`src/rtl/gpio_serial_config_loader.sv`:
```
// gpio_serial_config_loader
//
// Snapshots the flat per-pad configuration bus on request and shifts it into
// the daisy-chained GPIO control blocks, farthest pad first and each word MSB
// first, using a divided serial clock. A parallel-load strobe then makes every
// control block commit its word at the same time.
//
// Ports:
//   clk              block clock
//   resetn           asynchronous active-low reset
//   xfer_start       single-cycle transfer request (ignored while busy)
//   cfg_data         flat configuration, chain position p at [(p+1)*CFG_BITS-1 : p*CFG_BITS]
//   busy             transfer in progress
//   done             one-cycle completion pulse
//   serial_clock     chain shift clock
//   serial_data_out  chain serial data
//   serial_load      chain parallel-load strobe
//
// State table:
//   IDLE     | waiting for xfer_start
//   SHIFT_LO | serial_clock low, current bit presented on serial_data_out
//   SHIFT_HI | serial_clock high, data held stable
//   LOAD     | serial_load asserted to commit all words
module gpio_serial_config_loader #(
    parameter int NUM_PADS = 27,
    parameter int CFG_BITS = 13,
    parameter int CLK_DIV  = 2
) (
    input  logic                         clk,
    input  logic                         resetn,
    input  logic                         xfer_start,
    input  logic [NUM_PADS*CFG_BITS-1:0] cfg_data,
    output logic                         busy,
    output logic                         done,
    output logic                         serial_clock,
    output logic                         serial_data_out,
    output logic                         serial_load
);

    localparam int N  = NUM_PADS * CFG_BITS;
    localparam int BW = $clog2(N) + 1;
    localparam int DW = $clog2(CLK_DIV) + 1;

    localparam logic [BW-1:0] BIT_LAST = BW'(N - 1);
    localparam logic [DW-1:0] DIV_LAST = DW'(CLK_DIV - 1);

    typedef enum logic [1:0] {
        IDLE     = 2'd0,
        SHIFT_LO = 2'd1,
        SHIFT_HI = 2'd2,
        LOAD     = 2'd3
    } state_t;

    state_t          state_q, state_d;
    logic [N-1:0]    shadow_q, shadow_d;
    logic [BW-1:0]   bitcnt_q, bitcnt_d;
    logic [DW-1:0]   divcnt_q, divcnt_d;

    logic            busy_q, busy_d;
    logic            done_q, done_d;
    logic            sclk_q, sclk_d;
    logic            sdo_q, sdo_d;
    logic            load_q, load_d;

    logic            phase_end;
    logic [N-1:0]    shadow_sel;

    // State register and output flops: every output comes straight from a flop.
    always_ff @(posedge clk or negedge resetn) begin
        if (!resetn) begin
            state_q  <= IDLE;
            shadow_q <= '0;
            bitcnt_q <= '0;
            divcnt_q <= '0;
            busy_q   <= 1'b0;
            done_q   <= 1'b0;
            sclk_q   <= 1'b0;
            sdo_q    <= 1'b0;
            load_q   <= 1'b0;
        end else begin
            state_q  <= state_d;
            shadow_q <= shadow_d;
            bitcnt_q <= bitcnt_d;
            divcnt_q <= divcnt_d;
            busy_q   <= busy_d;
            done_q   <= done_d;
            sclk_q   <= sclk_d;
            sdo_q    <= sdo_d;
            load_q   <= load_d;
        end
    end

    assign phase_end = (divcnt_q == DIV_LAST);

    // Next-state logic; the divider counts cycles within the current phase.
    always_comb begin
        state_d  = state_q;
        shadow_d = shadow_q;
        bitcnt_d = bitcnt_q;
        divcnt_d = divcnt_q;
        case (state_q)
            IDLE: begin
                if (xfer_start) begin
                    shadow_d = cfg_data;
                    bitcnt_d = BIT_LAST;
                    divcnt_d = '0;
                    state_d  = SHIFT_LO;
                end
            end
            SHIFT_LO: begin
                if (phase_end) begin
                    divcnt_d = '0;
                    state_d  = SHIFT_HI;
                end else begin
                    divcnt_d = divcnt_q + DW'(1);
                end
            end
            SHIFT_HI: begin
                if (phase_end) begin
                    divcnt_d = '0;
                    if (bitcnt_q == '0) begin
                        state_d = LOAD;
                    end else begin
                        bitcnt_d = bitcnt_q - BW'(1);
                        state_d  = SHIFT_LO;
                    end
                end else begin
                    divcnt_d = divcnt_q + DW'(1);
                end
            end
            LOAD: begin
                if (phase_end) begin
                    divcnt_d = '0;
                    state_d  = IDLE;
                end else begin
                    divcnt_d = divcnt_q + DW'(1);
                end
            end
            default: state_d = IDLE;
        endcase
    end

    // Output logic computed from the upcoming state so the registered outputs
    // line up with the state they describe.
    always_comb begin
        shadow_sel = shadow_d >> bitcnt_d;
        busy_d     = (state_d != IDLE);
        done_d     = (state_q == LOAD) && (state_d == IDLE);
        sclk_d     = (state_d == SHIFT_HI);
        load_d     = (state_d == LOAD);
        case (state_d)
            SHIFT_LO: sdo_d = shadow_sel[0];
            SHIFT_HI: sdo_d = sdo_q;   // hold data across the high phase
            default:  sdo_d = 1'b0;
        endcase
    end

    assign busy            = busy_q;
    assign done            = done_q;
    assign serial_clock    = sclk_q;
    assign serial_data_out = sdo_q;
    assign serial_load     = load_q;

endmodule

```
`config.mk`:
```
export PLATFORM = sky130hd
export DESIGN_NAME = gpio_serial_config_loader
export DESIGN_NICKNAME = d
export VERILOG_FILES = /design/src/rtl/gpio_serial_config_loader.sv
export SDC_FILE = /design/constraint.sdc
export NUM_CORES = 1
export LEC_CHECK = 0
export BUFFER_PORTS_ARGS = -buffer_cell sky130_fd_sc_hd__buf_2
export CAP_MARGIN = 40
export CORE_MARGIN = 5
export CORE_UTILIZATION = 50
export CTS_BUF_LIST = sky130_fd_sc_hd__clkbuf_16
export CTS_CLUSTER_DIAMETER = 150
export DETAILED_ROUTE_END_ITERATION = 6
export PLACE_DENSITY = 0.73
export SYNTH_ARGS = -nofsm -noshare
export SYNTH_HDL_FRONTEND = slang
export SYNTH_SLANG_ARGS = --single-unit
```
`constraint.sdc`:
```
create_clock -name clk -period 4.4 [get_ports clk]
set_input_delay 0.22 -clock clk [delete_from_list [all_inputs] [get_ports clk]]
set_output_delay 0.22 -clock clk [all_outputs]
set_load 0.05 [all_outputs]
```
## Yosys cells after proc, flatten, opt, wreduce, memory -nomap -nowiden

Cells that the tools add are included.

- Register bits: 370
- Bits of input ports: 354
- Output and inout port bits: 5
- Word-level logic and storage cells: 42

- Add/sub/neg operators: 2
- Equal/unequal tests: 8
- Shift operators: 1
- Muxes and demuxes: 16
- Reduce and logical (&&, ||, !) cells: 6

Operators by type and width:

| kind | number |
|---|---|
| two-way mux 351 bit | 2 |
| >> shifter 351 x 10 -> 1 bit | 1 |
| two-way mux 10 bit | 3 |
| case mux 10 bit (2 select lines) | 1 |
| two-way mux 2 bit | 7 |
| zero test 10 bit | 1 |
| subtractor 10 x 1 -> 10 bit (second input constant) | 1 |
| equality test 2 bit (second input constant) | 4 |
| case mux 2 bit (4 select lines) | 1 |
| equality test 2 x 1 -> 1 bit (second input constant) | 3 |
| zero test 2 bit | 2 |
| case mux 2 bit (2 select lines) | 1 |
| OR reduction 3 bit | 1 |
| adder 2 x 1 -> 2 bit (second input constant) | 1 |
| != test 2 bit (second input constant) | 1 |
| case mux 1 bit (2 select lines) | 1 |
| nonzero test 2 bit | 1 |
| logical AND 1 bit | 1 |

## Depth between registers and ports, before layout

Gate-level depths: netlist of the first run.

- Depth in word-level cells: 6
- Gate-level depth with buffers: 16
- Mapped depth without buffers: 13

## Worst setup path after synthesis of the first run

OpenSTA, ideal clock, no wires.

- Path kind: register -> register
- Start: register bitcnt_q[0]
- End: register sdo_q (netlist: serial_data_out)
- Setup time: 0.096 ns
- Data arrival time: 3.126 ns
- Data required time: 4.304 ns
- Slack: 1.179 ns
- Cell stages (with the launch flop): 15
- Path buffers: 1
- Period minus slack after synthesis: 3.221 ns
- Path through: dfrtp_1 inv_1 ha_1 nand4bb_1 clkbuf_1 a311oi_4 nor2_4 clkinv_1 nor2_1 or3_1 o311a_1 or3_1 and3_1 or3_1 a311oi_2

- Word-level cells in the longest chain between the ends: 6
- Elaborated cells on any way between the ends: 13
- Classes of those cells: add/sub: 1; eq/ne: 2; shift: 1; mux: 8; reduce/logical: 1

RTL lines:

| element | RTL line | RTL |
|---|---|---|
| from (decl) | 56 | `logic [BW-1:0] bitcnt_q, bitcnt_d;` |
| from (signal assigned) | 83 | `bitcnt_q <= bitcnt_d;` |
| subtractor 10 x 1 -> 10 bit / zero test 10 bit (equally long branches) | 124, 121 |  |
| two-way mux 10 bit / two-way mux 2 bit (equally long branches) | 121 | `if (bitcnt_q == '0) begin` |
| two-way mux 10 bit / two-way mux 2 bit (equally long branches) | 119 | `if (phase_end) begin` |
| case mux 10 bit (2 select lines) / case mux 2 bit (4 select lines) (equally long branches) | 101 | `case (state_q)` |
| >> shifter 351 x 10 -> 1 bit (tied with other cells) | 146 | `shadow_sel = shadow_d >> bitcnt_d;` |
| case mux 1 bit (2 select lines) | 151 | `case (state_d)` |
| to (signal assigned) | 88 | `sdo_q <= sdo_d;` |
| to (decl) | 62 | `logic sdo_q, sdo_d;` |

Parallel ways exist; a longest one is shown, timed or not.
A chain may end at the register's enable or synchronous reset.

## Worst setup path in the final report of the first run

- Start: register bitcnt_q[4]
- End: register sdo_q (netlist: serial_data_out)

Same word-level chain as after synthesis.

==> results of run 1 <==
path summary, 6_finish.rpt:
| kind | startpoint | to | slack [ns] |
|---|---|---|---|
| worst max-delay path | bitcnt_q[4]$_DFF_PN0_ | serial_data_out$_DFFE_PN0N_ | 0.31 |
| worst min-delay path | cfg_data[298] | shadow_q[298]$_DFF_PN0_ | 0.001 |
| worst max register to register | bitcnt_q[4]$_DFF_PN0_ | serial_data_out$_DFFE_PN0N_ | 0.31 |
| worst min register to register | shadow_q[280]$_DFF_PN0_ | shadow_q[280]$_DFF_PN0_ | 0.47 |
| max in group asynchronous | resetn | shadow_q[172]$_DFF_PN0_ | 2.75 |
| min in group asynchronous | resetn | shadow_q[205]$_DFF_PN0_ | 0.34 |
stage by stage:
step	std cells	power (mW)	setup slack [ns]	hold slack (ns)	util, %
finish	3250	15.9	0.309	0.000996	70.0
global route	3249	16.8	0.216	0.00118	70.0
CTS	3244	15.6	0.308	0.00261	70.0
detailed placement	2831	12.0	0.334	0.361	56.8
global placement	2830	11.8	0.339	0.352	56.8
floorplan	2108	9.82	1.18	-0.0756	-
synthesized netlist by cell type (3+ instances only):
library cell / n / area (sq um)
mux2_1: 3 / 33.8
o21ai_1: 6 / 30.0
buf_1: 17 / 63.8
o311a_1: 3 / 30.0
o31ai_1: 9 / 67.6
nand2_1: 1023 / 3840
dfrtp_1: 370 / 9260
nor2b_1: 4 / 25.0
o21ai_0: 18 / 90.1
a21oi_1: 27 / 135
clkbuf_1: 38 / 143
nand3_1: 14 / 70.1
o311ai_0: 5 / 43.8
or4_1: 6 / 45.0
nor3_1: 25 / 125
o21bai_1: 4 / 30.0
buf_6: 5 / 56.3
mux2i_1: 131 / 1310
a32oi_1: 3 / 26.3
a31o_2: 4 / 35.0
o2111ai_1: 6 / 52.6
o22ai_1: 4 / 25.0
nor2_1: 99 / 372
and3_1: 8 / 50.1
o211ai_1: 29 / 218
buf_2: 66 / 330
nand4_1: 6 / 37.5
or3_1: 18 / 113
a311oi_1: 14 / 123
a311o_1: 4 / 40.0
inv_1: 8 / 30.0
a211o_1: 3 / 26.3
a211oi_1: 7 / 52.6
buf_4: 8 / 60.1
o311ai_1: 3 / 26.3
nor4_1: 4 / 25.0
mux2_2: 27 / 304
a31oi_1: 6 / 37.5
o221ai_1: 3 / 26.3
nand2b_1: 10 / 62.6
power by group:
part           switching [mW]  internal [mW]
Combinational            4.61           2.40
Clock                    1.43           1.95
Sequential              0.510           4.97
Total                    6.56           9.32
worst max-delay path, cell delays in order, from the launching register on:
cell	delay [ns]
dfrtp_1	0.51
or4_4	0.61
o31ai_4	0.38
mux2_4	0.50
inv_4	0.45
mux2_1	0.46
a311o_1	0.39
o21bai_1	0.18
a211o_1	0.15
o211ai_1	0.11
a311oi_2	0.25
sequential cells by signal (all words and copies together), names as in the netlist:
register,count
state_q,2
shadow_q,351
divcnt_q,2
serial_data_out,1
busy,1
done,1
serial_load,1
bitcnt_q,10
serial_clock,1
cell families after synthesis:
family	after synthesis	share of synthesized area [%]
muxes	162	9.20
AOI/OAI and AO/OA	187	7.99
DFF	370	51.2
buffers and inverters	147	3.91
and+or+nand+nor	1241	27.6
adders and majority gates	1	0.0692
area by class of cell:
type,count,area [sq um],share of cell area [%]
Clock buffer,43,1080,4.31
Clock inverter,31,229,0.917
Tap cell,461,577,2.31
Timing Repair Buffer,735,5630,22.5
Antenna cell,6,15.0,0.0601
Sequential cell,370,9260,37.1
Inverter,13,53.8,0.215
Multi-Input combinational cell,1591,8130,32.6
timing repair:
action,in CTS,in global routing
hold buffers,339,0
gates resized for setup,0,0
buffers inserted,0,0
endpoints found under the hold margin,448,0
setup endpoints to repair,0,0
metal layers:
metal / GRT usage [%] / vias to the layer above / wire length (um)
met5: 0 / - / 0
met4: 13.0 / 0 / 3190
met3: 8.21 / 251 / 6150
met2: 57.0 / 1065 / 33700
met1: 44.7 / 8770 / 27700
li1: - / 8246 / -
==> flow_metrics.tcl, run 1 <==
set metrics [dict create \
    fin_area_sq_mm 0.0250 \
    route.detailed.drc 2 \
    ant_nets 0 \
    root_buffer "clkbuf_16" \
    die_h_um 200 \
    drt-wirelength-per-cell_um 21.8 \
    finalSetupTns_ns 0 \
    syn_area_sq_mm 0.0181 \
    fillers 2599 \
    worstHoldPathType "in -> reg" \
    fin_crit_sh_pct 93.0 \
    clock.fmax_mhz 244 \
    io_buffers 358 \
    cts_buffers 41 \
    grt_pass1_wl_mm 111 \
    avgViaCountPerCell 5.64 \
    synth-seq-area-share_pct 51.2 \
    max_cap_viol_count 0 \
    ys_warn_count 0 \
    synth.distinct_cells 85 \
    cts_max_path_buffers 3 \
    htreeDepth 2 \
    grt_overflow_total 0 \
    final_common_cell "nand2_1" \
    dpl_cell_area_sq_mm 0.0203 \
    track_usage_pct 34.6 \
    violations "design-rule violations" \
    hold_violations 0 \
    cts_tree "yes" \
    synth.avg_cell_area_sq_um 8.58 \
    critPathArrivalTime_ns 4.53 \
    critPathMaxFanout 37 \
    finalSetupViolations 0 \
    antenna_found_initial 6 \
    layout_common_cells "nand2_1 (1023), dfrtp_1 (370), buf_2 (357)" \
    grt_pass1_vias 19000 \
    rows 69 \
    ys_async_sr_fraction_pct 100 \
    grt_max_degree 153 \
    dr.first_iter.drc_count 1707 \
    drv_slew 0 \
    worstMarginPinSlew_ns 0.880 \
    drt_wl_total_mm 70.7 \
    clkLatencyLatePin_ns 0.53 \
    start_kind "register" \
    place_hpwl_mm 43.0 \
    p_leak_nw 12.7 \
    die_area_sq_mm 0.0401 \
    min_period_ns 4.09 \
    layout-drive-gt1-share_pct 18.5 \
    path_clk_slew_ns 0.06 \
    gp_congestion 0.906 \
    drt_pass1_iterations 7 \
    io_pins 359 \
    outcome "finished, violations left" \
    critPathKind "reg -> reg" \
    whs_path_depth 3 \
    netlist_instances 2108 \
    fin_nets 3107 \
    rsz0062_at_grt "false" \
    vias 18300 \
    cp-end-kind "register" \
    synth_edf_count 0 \
    relSlewSlack_pct 40.7 \
    die_w_um 200 \
    ir_worst_vdd_uv 386 \
    synth_nets 2463 \
    start_util_pct 50.7 \
    required_ns 4.84 \
    r2r_cells 10 \
    cts_sinks 370 \
    core_sq_mm 0.0357 \
    ys_seq_elements 370 \
    syn_to_final_growth_pct 38.1 \
    powerDensity_mw_per_mm2 636 \
    synth_ff_type "dfrtp_1" \
    finClkSkew_ns 0.0142 \
]
Power figures use the tool's default switching activity.
==> run 2, diff against run 1 <==
--- a/config.mk
+++ b/config.mk
@@ -7,12 +7,12 @@
 export LEC_CHECK = 0
 export BUFFER_PORTS_ARGS = -buffer_cell sky130_fd_sc_hd__buf_2
 export CAP_MARGIN = 40
-export CORE_MARGIN = 5
+export CORE_MARGIN = 2
 export CORE_UTILIZATION = 50
 export CTS_BUF_LIST = sky130_fd_sc_hd__clkbuf_16
 export CTS_CLUSTER_DIAMETER = 150
 export DETAILED_ROUTE_END_ITERATION = 6
-export PLACE_DENSITY = 0.73
+export PLACE_DENSITY_LB_ADDON = 0.1
 export SYNTH_ARGS = -nofsm -noshare
 export SYNTH_HDL_FRONTEND = slang
 export SYNTH_SLANG_ARGS = --single-unit
==> run 2 against run 1 <==
Against the previous run: critical path type unchanged; global-route usage increased by 0.97 points; the run now ends clean; cell count increased by 0.18%; routed wire length decreased by 4.2%; core utilization increased by 0.19 points; count of clock-buffer cells in the layout decreased by 2; die area decreased by 5.9%; combinational power about the same; non-clock buffer count increased by 15; flip-flop and latch count unchanged; highest routed layer unchanged; sequential power about the same; power decreased by 1.2%; clock power decreased by 5%.
==> flow_metrics.tcl, run 2 (synthesis results as in run 1) <==
set metrics [dict create \
    die_h_um 194 \
    hold_violations 0 \
    path_clk_slew_ns 0.06 \
    largest_reg_flops 351 \
    critPathKind "reg -> reg" \
    antenna_found_initial 2 \
    r2r_setup_slack_ns 0.38 \
    grt_overflow_total 0 \
    largest-register "shadow_q" \
    grt_max_degree 173 \
    largestRegisters "shadow_q: 351 flops, bitcnt_q: 10 flops" \
    drt-wirelength-per-cell_um 20.8 \
    rows 69 \
    cts_tree "yes" \
    start_kind "register" \
    gp_congestion 0.895 \
    grt_pass1_vias 18200 \
    post_cts_resized 0 \
    min_period_ns 4.02 \
    drt_wl_total_mm 67.8 \
    seq_area_sq_mm 0.00926 \
    cpPeakStageDelay_ns 0.56 \
    r2r_cells 13 \
    drt_pass1_iterations 6 \
    max_cap_viol_count 0 \
    relSlewSlack_pct 33.7 \
    cts_max_path_buffers 3 \
    rsz0062_at_grt "false" \
    outcome "finished clean" \
    place_hpwl_mm 43.3 \
    root_buffer "clkbuf_16" \
    powerDensity_mw_per_mm2 628 \
    start_util_pct 50.8 \
    syn_to_final_growth_pct 38.2 \
    cts_sinks 370 \
    layout_common_cells "nand2_1 (1023), dfrtp_1 (370), buf_2 (357)" \
    crit_chain "inv_1, ha_1, nand4bb_1, a311oi_4, nor2_4, buf_12, mux2i_1, mux2i_1, o22ai_1, o41a_1, and3_1, o41a_1, a311oi_2" \
    r2r_end "serial_data_out$_DFFE_PN0N_" \
    finalSetupViolations 0 \
    io_buffers 358 \
    route.detailed.drc 0 \
    finClkSkew_ns 0.0236 \
    crit_family "compound AO/OA/AOI/OAI gates" \
    track_usage_pct 35.5 \
    whs_path_depth 3 \
    fillers 2665 \
    critPathArrivalTime_ns 4.47 \
    final_common_cell "nand2_1" \
    drv_slew 0 \
    r2r_start "bitcnt_q[0]$_DFF_PN0_" \
    grt_pass1_wl_mm 105 \
    worstHoldPathType "in -> reg" \
    cp-end-kind "register" \
    fin_crit_sh_pct 91.3 \
    dr.first_iter.drc_count 1614 \
    postCtsSetupRepairBufs 0 \
    ir_worst_vdd_uv 347 \
    die_area_sq_mm 0.0377 \
    cts_buffers 41 \
    die_w_um 194 \
    finalSetupTns_ns 0 \
    multi_input_area_sq_mm 0.00813 \
    worstHoldStart "cfg_data[253]" \
    whs_endpoint "shadow_q[253]$_DFF_PN0_" \
    clkLatencyLatePin_ns 0.55 \
    fin_nets 3122 \
    p_leak_nw 12.7 \
    htreeDepth 2 \
    vias 18000 \
    worstMarginPinSlew_ns 0.994 \
    layout-drive-gt1-share_pct 18.3 \
    required_ns 4.86 \
    clock.fmax_mhz 249 \
    ant_nets 0 \
    totalPowerFinal_mw 15.7 \
    critPathSlowestCell "a311oi_4" \
    critPathMaxFanout 46 \
    core_sq_mm 0.0356 \
    io_pins 359 \
    cp_num_buf_inv 2 \
    hold_buffers 344 \
    avgViaCountPerCell 5.51 \
]
## run 2: how the worst max path moves through the flow
stage                          startpoint                          end  slack [ns]  cells after the start
floorplan           bitcnt_q[0]$_DFF_PN0_  serial_data_out$_DFFE_PN0N_        1.18                     14
global placement    bitcnt_q[0]$_DFF_PN0_  serial_data_out$_DFFE_PN0N_        0.49                     13
detailed placement  bitcnt_q[0]$_DFF_PN0_  serial_data_out$_DFFE_PN0N_        0.39                     13
CTS                 bitcnt_q[0]$_DFF_PN0_  serial_data_out$_DFFE_PN0N_        0.38                     13
global route        bitcnt_q[0]$_DFF_PN0_  serial_data_out$_DFFE_PN0N_        0.21                     13
finish              bitcnt_q[0]$_DFF_PN0_  serial_data_out$_DFFE_PN0N_        0.38                     13
## run 2: final cells by class
cell class / count / share of cell area [%]
Inverter: 13 / 0.215
Timing Repair Buffer: 750 / 22.9
Multi-Input combinational cell: 1591 / 32.6
Antenna cell: 3 / 0.0301
Tap cell: 461 / 2.31
Sequential cell: 370 / 37.1
Clock inverter: 27 / 0.801
Clock buffer: 41 / 4.11
## run 2: worst reg2reg max path, stage by stage, from the launching register on
cell and delay [ns]:
dfrtp_1 0.44, inv_1 0.13, ha_1 0.30, nand4bb_1 0.21, a311oi_4 0.56, nor2_4 0.11
buf_12 0.25, mux2i_1 0.17, mux2i_1 0.44, o22ai_1 0.18, o41a_1 0.40, and3_1 0.19
o41a_1 0.37, a311oi_2 0.19
## run 2: per-stage QoR
| step | utilization, % | instances | setup slack (ns) | instance area, sq um | hold slack [ns] |
|---|---|---|---|---|---|
| final | 70.2 | 3256 | 0.382 | 25000 | 0.0153 |
| after global placement | 57.0 | 2839 | 0.486 | 20300 | 0.410 |
| after floorplan | - | 2108 | 1.18 | 18100 | -0.0756 |
| after global routing | 70.2 | 3255 | 0.214 | 25000 | 0.00553 |
| after CTS | 70.1 | 3251 | 0.375 | 25000 | 0.0000744 |
| after detailed placement | 57.0 | 2839 | 0.393 | 20300 | 0.406 |
## run 2: metal layers
metal | GRT usage [%] | wire length (um)
met5 | 0 | 0
met4 | 12.1 | 2240
met3 | 6.12 | 4910
met2 | 58.0 | 32300
met1 | 48.2 | 28300
## run 2: where the power goes
group | leakage (nW) | switching [mW] | internal (mW) | total (mW)
clock | 0.640 | 1.37 | 1.86 | 3.22
sequential | 4.57 | 0.498 | 4.97 | 5.47
combinational | 7.49 | 4.60 | 2.40 | 7.00
==> run 3, diff against run 2 <==
--- a/config.mk
+++ b/config.mk
@@ -13,6 +13,8 @@
 export CTS_CLUSTER_DIAMETER = 150
 export DETAILED_ROUTE_END_ITERATION = 6
 export PLACE_DENSITY_LB_ADDON = 0.1
+export RECOVER_POWER = 25
+export SLEW_MARGIN = 20
 export SYNTH_ARGS = -nofsm -noshare
 export SYNTH_HDL_FRONTEND = slang
 export SYNTH_SLANG_ARGS = --single-unit
==> run 3 against run 2 <==
Against the previous run: the flow now finishes with violations (max-capacitance violations, max-slew violations); first-iteration DRC count shrank 3.3%; cell count is the same; sequential power is essentially flat; flip-flop and latch count is the same; global-route usage is the same; clock skew grew 0.00092 ns; largest power group unchanged; highest routed layer unchanged.
==> flow_metrics.tcl, run 3 (synthesis results as in run 1) <==
set metrics [dict create \
    start_kind "register" \
    finalSetupTns_ns 0 \
    critPathArrivalTime_ns 4.46 \
    outcome "finished, violations left" \
    drt_pass1_iterations 6 \
    path_clk_slew_ns 0.06 \
    die_area_sq_mm 0.0377 \
    violations "max-capacitance violations, max-slew violations" \
    finalNonFillerCells 3256 \
    dpl_cell_area_sq_mm 0.0203 \
    crit_chain "inv_1, ha_1, nand4bb_1, a311oi_4, nor2_4, buf_12, mux2i_1, mux2i_1, o22ai_1, o41a_1, and3_1, o41a_1, a311oi_2" \
    cts_max_path_buffers 3 \
    cpPeakStageDelay_ns 0.56 \
    post_cts_resized 0 \
    required_ns 4.86 \
    postCtsSetupRepairBufs 0 \
    vias 17900 \
    antenna_found_initial 2 \
    fin_crit_sh_pct 91.1 \
    syn_to_final_growth_pct 38.0 \
    clkLatencyLatePin_ns 0.55 \
    cts_sinks 370 \
    hold_buffers 344 \
    rsz0062_at_grt "false" \
    clock.fmax_mhz 250 \
    p_leak_nw 12.7 \
    final_common_cell "nand2_1" \
    fin_area_sq_mm 0.0250 \
    largest-register "shadow_q" \
    grt_pass1_vias 18200 \
    place_hpwl_mm 43.3 \
    dr.first_iter.drc_count 1560 \
    r2r_setup_slack_ns 0.39 \
    critPathMaxFanout 46 \
    placed_cells 2839 \
    route.detailed.drc 0 \
    fin_nets 3122 \
    max_cap_viol_count 1 \
    root_buffer "clkbuf_16" \
    powerDensity_mw_per_mm2 629 \
    track_usage_pct 35.5 \
    drv_slew 127 \
    dp_slack_ns 0.393 \
    fillers 2668 \
    layout-drive-gt1-share_pct 18.1 \
    ant_nets 0 \
    start_util_pct 50.8 \
    cp-end-kind "register" \
    hold_violations 0 \
    setup_slack_ns 0.393 \
    largest_reg_flops 351 \
    critPathKind "reg -> reg" \
    worstHoldPathType "in -> reg" \
    cts_tree "yes" \
    avgViaCountPerCell 5.51 \
    finClkSkew_ns 0.0245 \
    grt_pass1_wl_mm 105 \
    finalSetupViolations 0 \
    largestRegisters "shadow_q: 351 flops, bitcnt_q: 10 flops" \
    die_h_um 194 \
    totalPowerFinal_mw 15.7 \
    die_w_um 194 \
    min_period_ns 4.01 \
    relSlewSlack_pct -123 \
    io_pins 359 \
    htreeDepth 2 \
    rows 69 \
    worstMarginPinSlew_ns 3.34 \
    cts_buffers 41 \
    ir_worst_vdd_uv 347 \
    drt-wirelength-per-cell_um 20.8 \
    core_sq_mm 0.0356 \
    grt_max_degree 173 \
    io_buffers 358 \
    drt_wl_total_mm 67.8 \
    grt_overflow_total 0 \
    gp_congestion 0.895 \
    layout_common_cells "nand2_1 (1023), dfrtp_1 (370), buf_2 (352)" \
    critPathSlowestCell "a311oi_4" \
]
==> run 3: through the flow <==
stage / hold slack [ns] / utilization, %
5_1_grt: 0.00553 / 70.2
4_1_cts: 0.0000744 / 70.1
3_3_place_gp: 0.410 / 57.0
6_report: 0.0133 / 70.2
3_5_place_dp: 0.406 / 57.0
2_1_floorplan: -0.0756 / -
==> run 3: report_power, final <==
group / internal, mW / total, mW / switching, mW
Sequential: 4.97 / 5.47 / 0.501
Clock: 1.86 / 3.23 / 1.37
Combinational: 2.39 / 7.00 / 4.60
==> run 3: path summary, 6_finish.rpt <==
kind,startpoint,end,cells past startpoint
max,bitcnt_q[0]$_DFF_PN0_,serial_data_out$_DFFE_PN0N_,13
min reg2reg,shadow_q[173]$_DFF_PN0_,shadow_q[173]$_DFF_PN0_,2
max in group asynchronous,resetn,shadow_q[160]$_DFF_PN0_,3
min,cfg_data[253],shadow_q[253]$_DFF_PN0_,3
min in group asynchronous,resetn,shadow_q[106]$_DFF_PN0_,2
max reg2reg,bitcnt_q[0]$_DFF_PN0_,serial_data_out$_DFFE_PN0N_,13
==> run 3: layout make-up <==
cell class | instances | area, sq um | area share (%)
inverters | 13 | 53.8 | 0.216
clock buffers | 41 | 1030 | 4.11
repair buffers | 750 | 5700 | 22.9
multi-input cells | 1591 | 8130 | 32.6
well taps | 461 | 577 | 2.31
diodes | 3 | 7.51 | 0.0301
clock inverters | 27 | 200 | 0.802
flip-flops and latches | 370 | 9260 | 37.1
==> run 3: layer usage <==
layer / track usage (%) / share of wire (%) / vias to the layer above
met4: 12.1 / 3.4 / 0
met5: 0 / 0 / -
met3: 6.12 / 7.2 / 153
met1: 48.2 / 42 / 8713
li1: - / - / 8247
met2: 58.0 / 47 / 829
==> run 3: worst max-delay path: cells and delay by family, from the launching register on <==
kind,cells,cell delay [ns]
fa+ha+maj,1,0.30
simple gates,3,0.51
flops,1,0.44
compound gates,5,1.70
mux,2,0.58
buf+inv,2,0.37
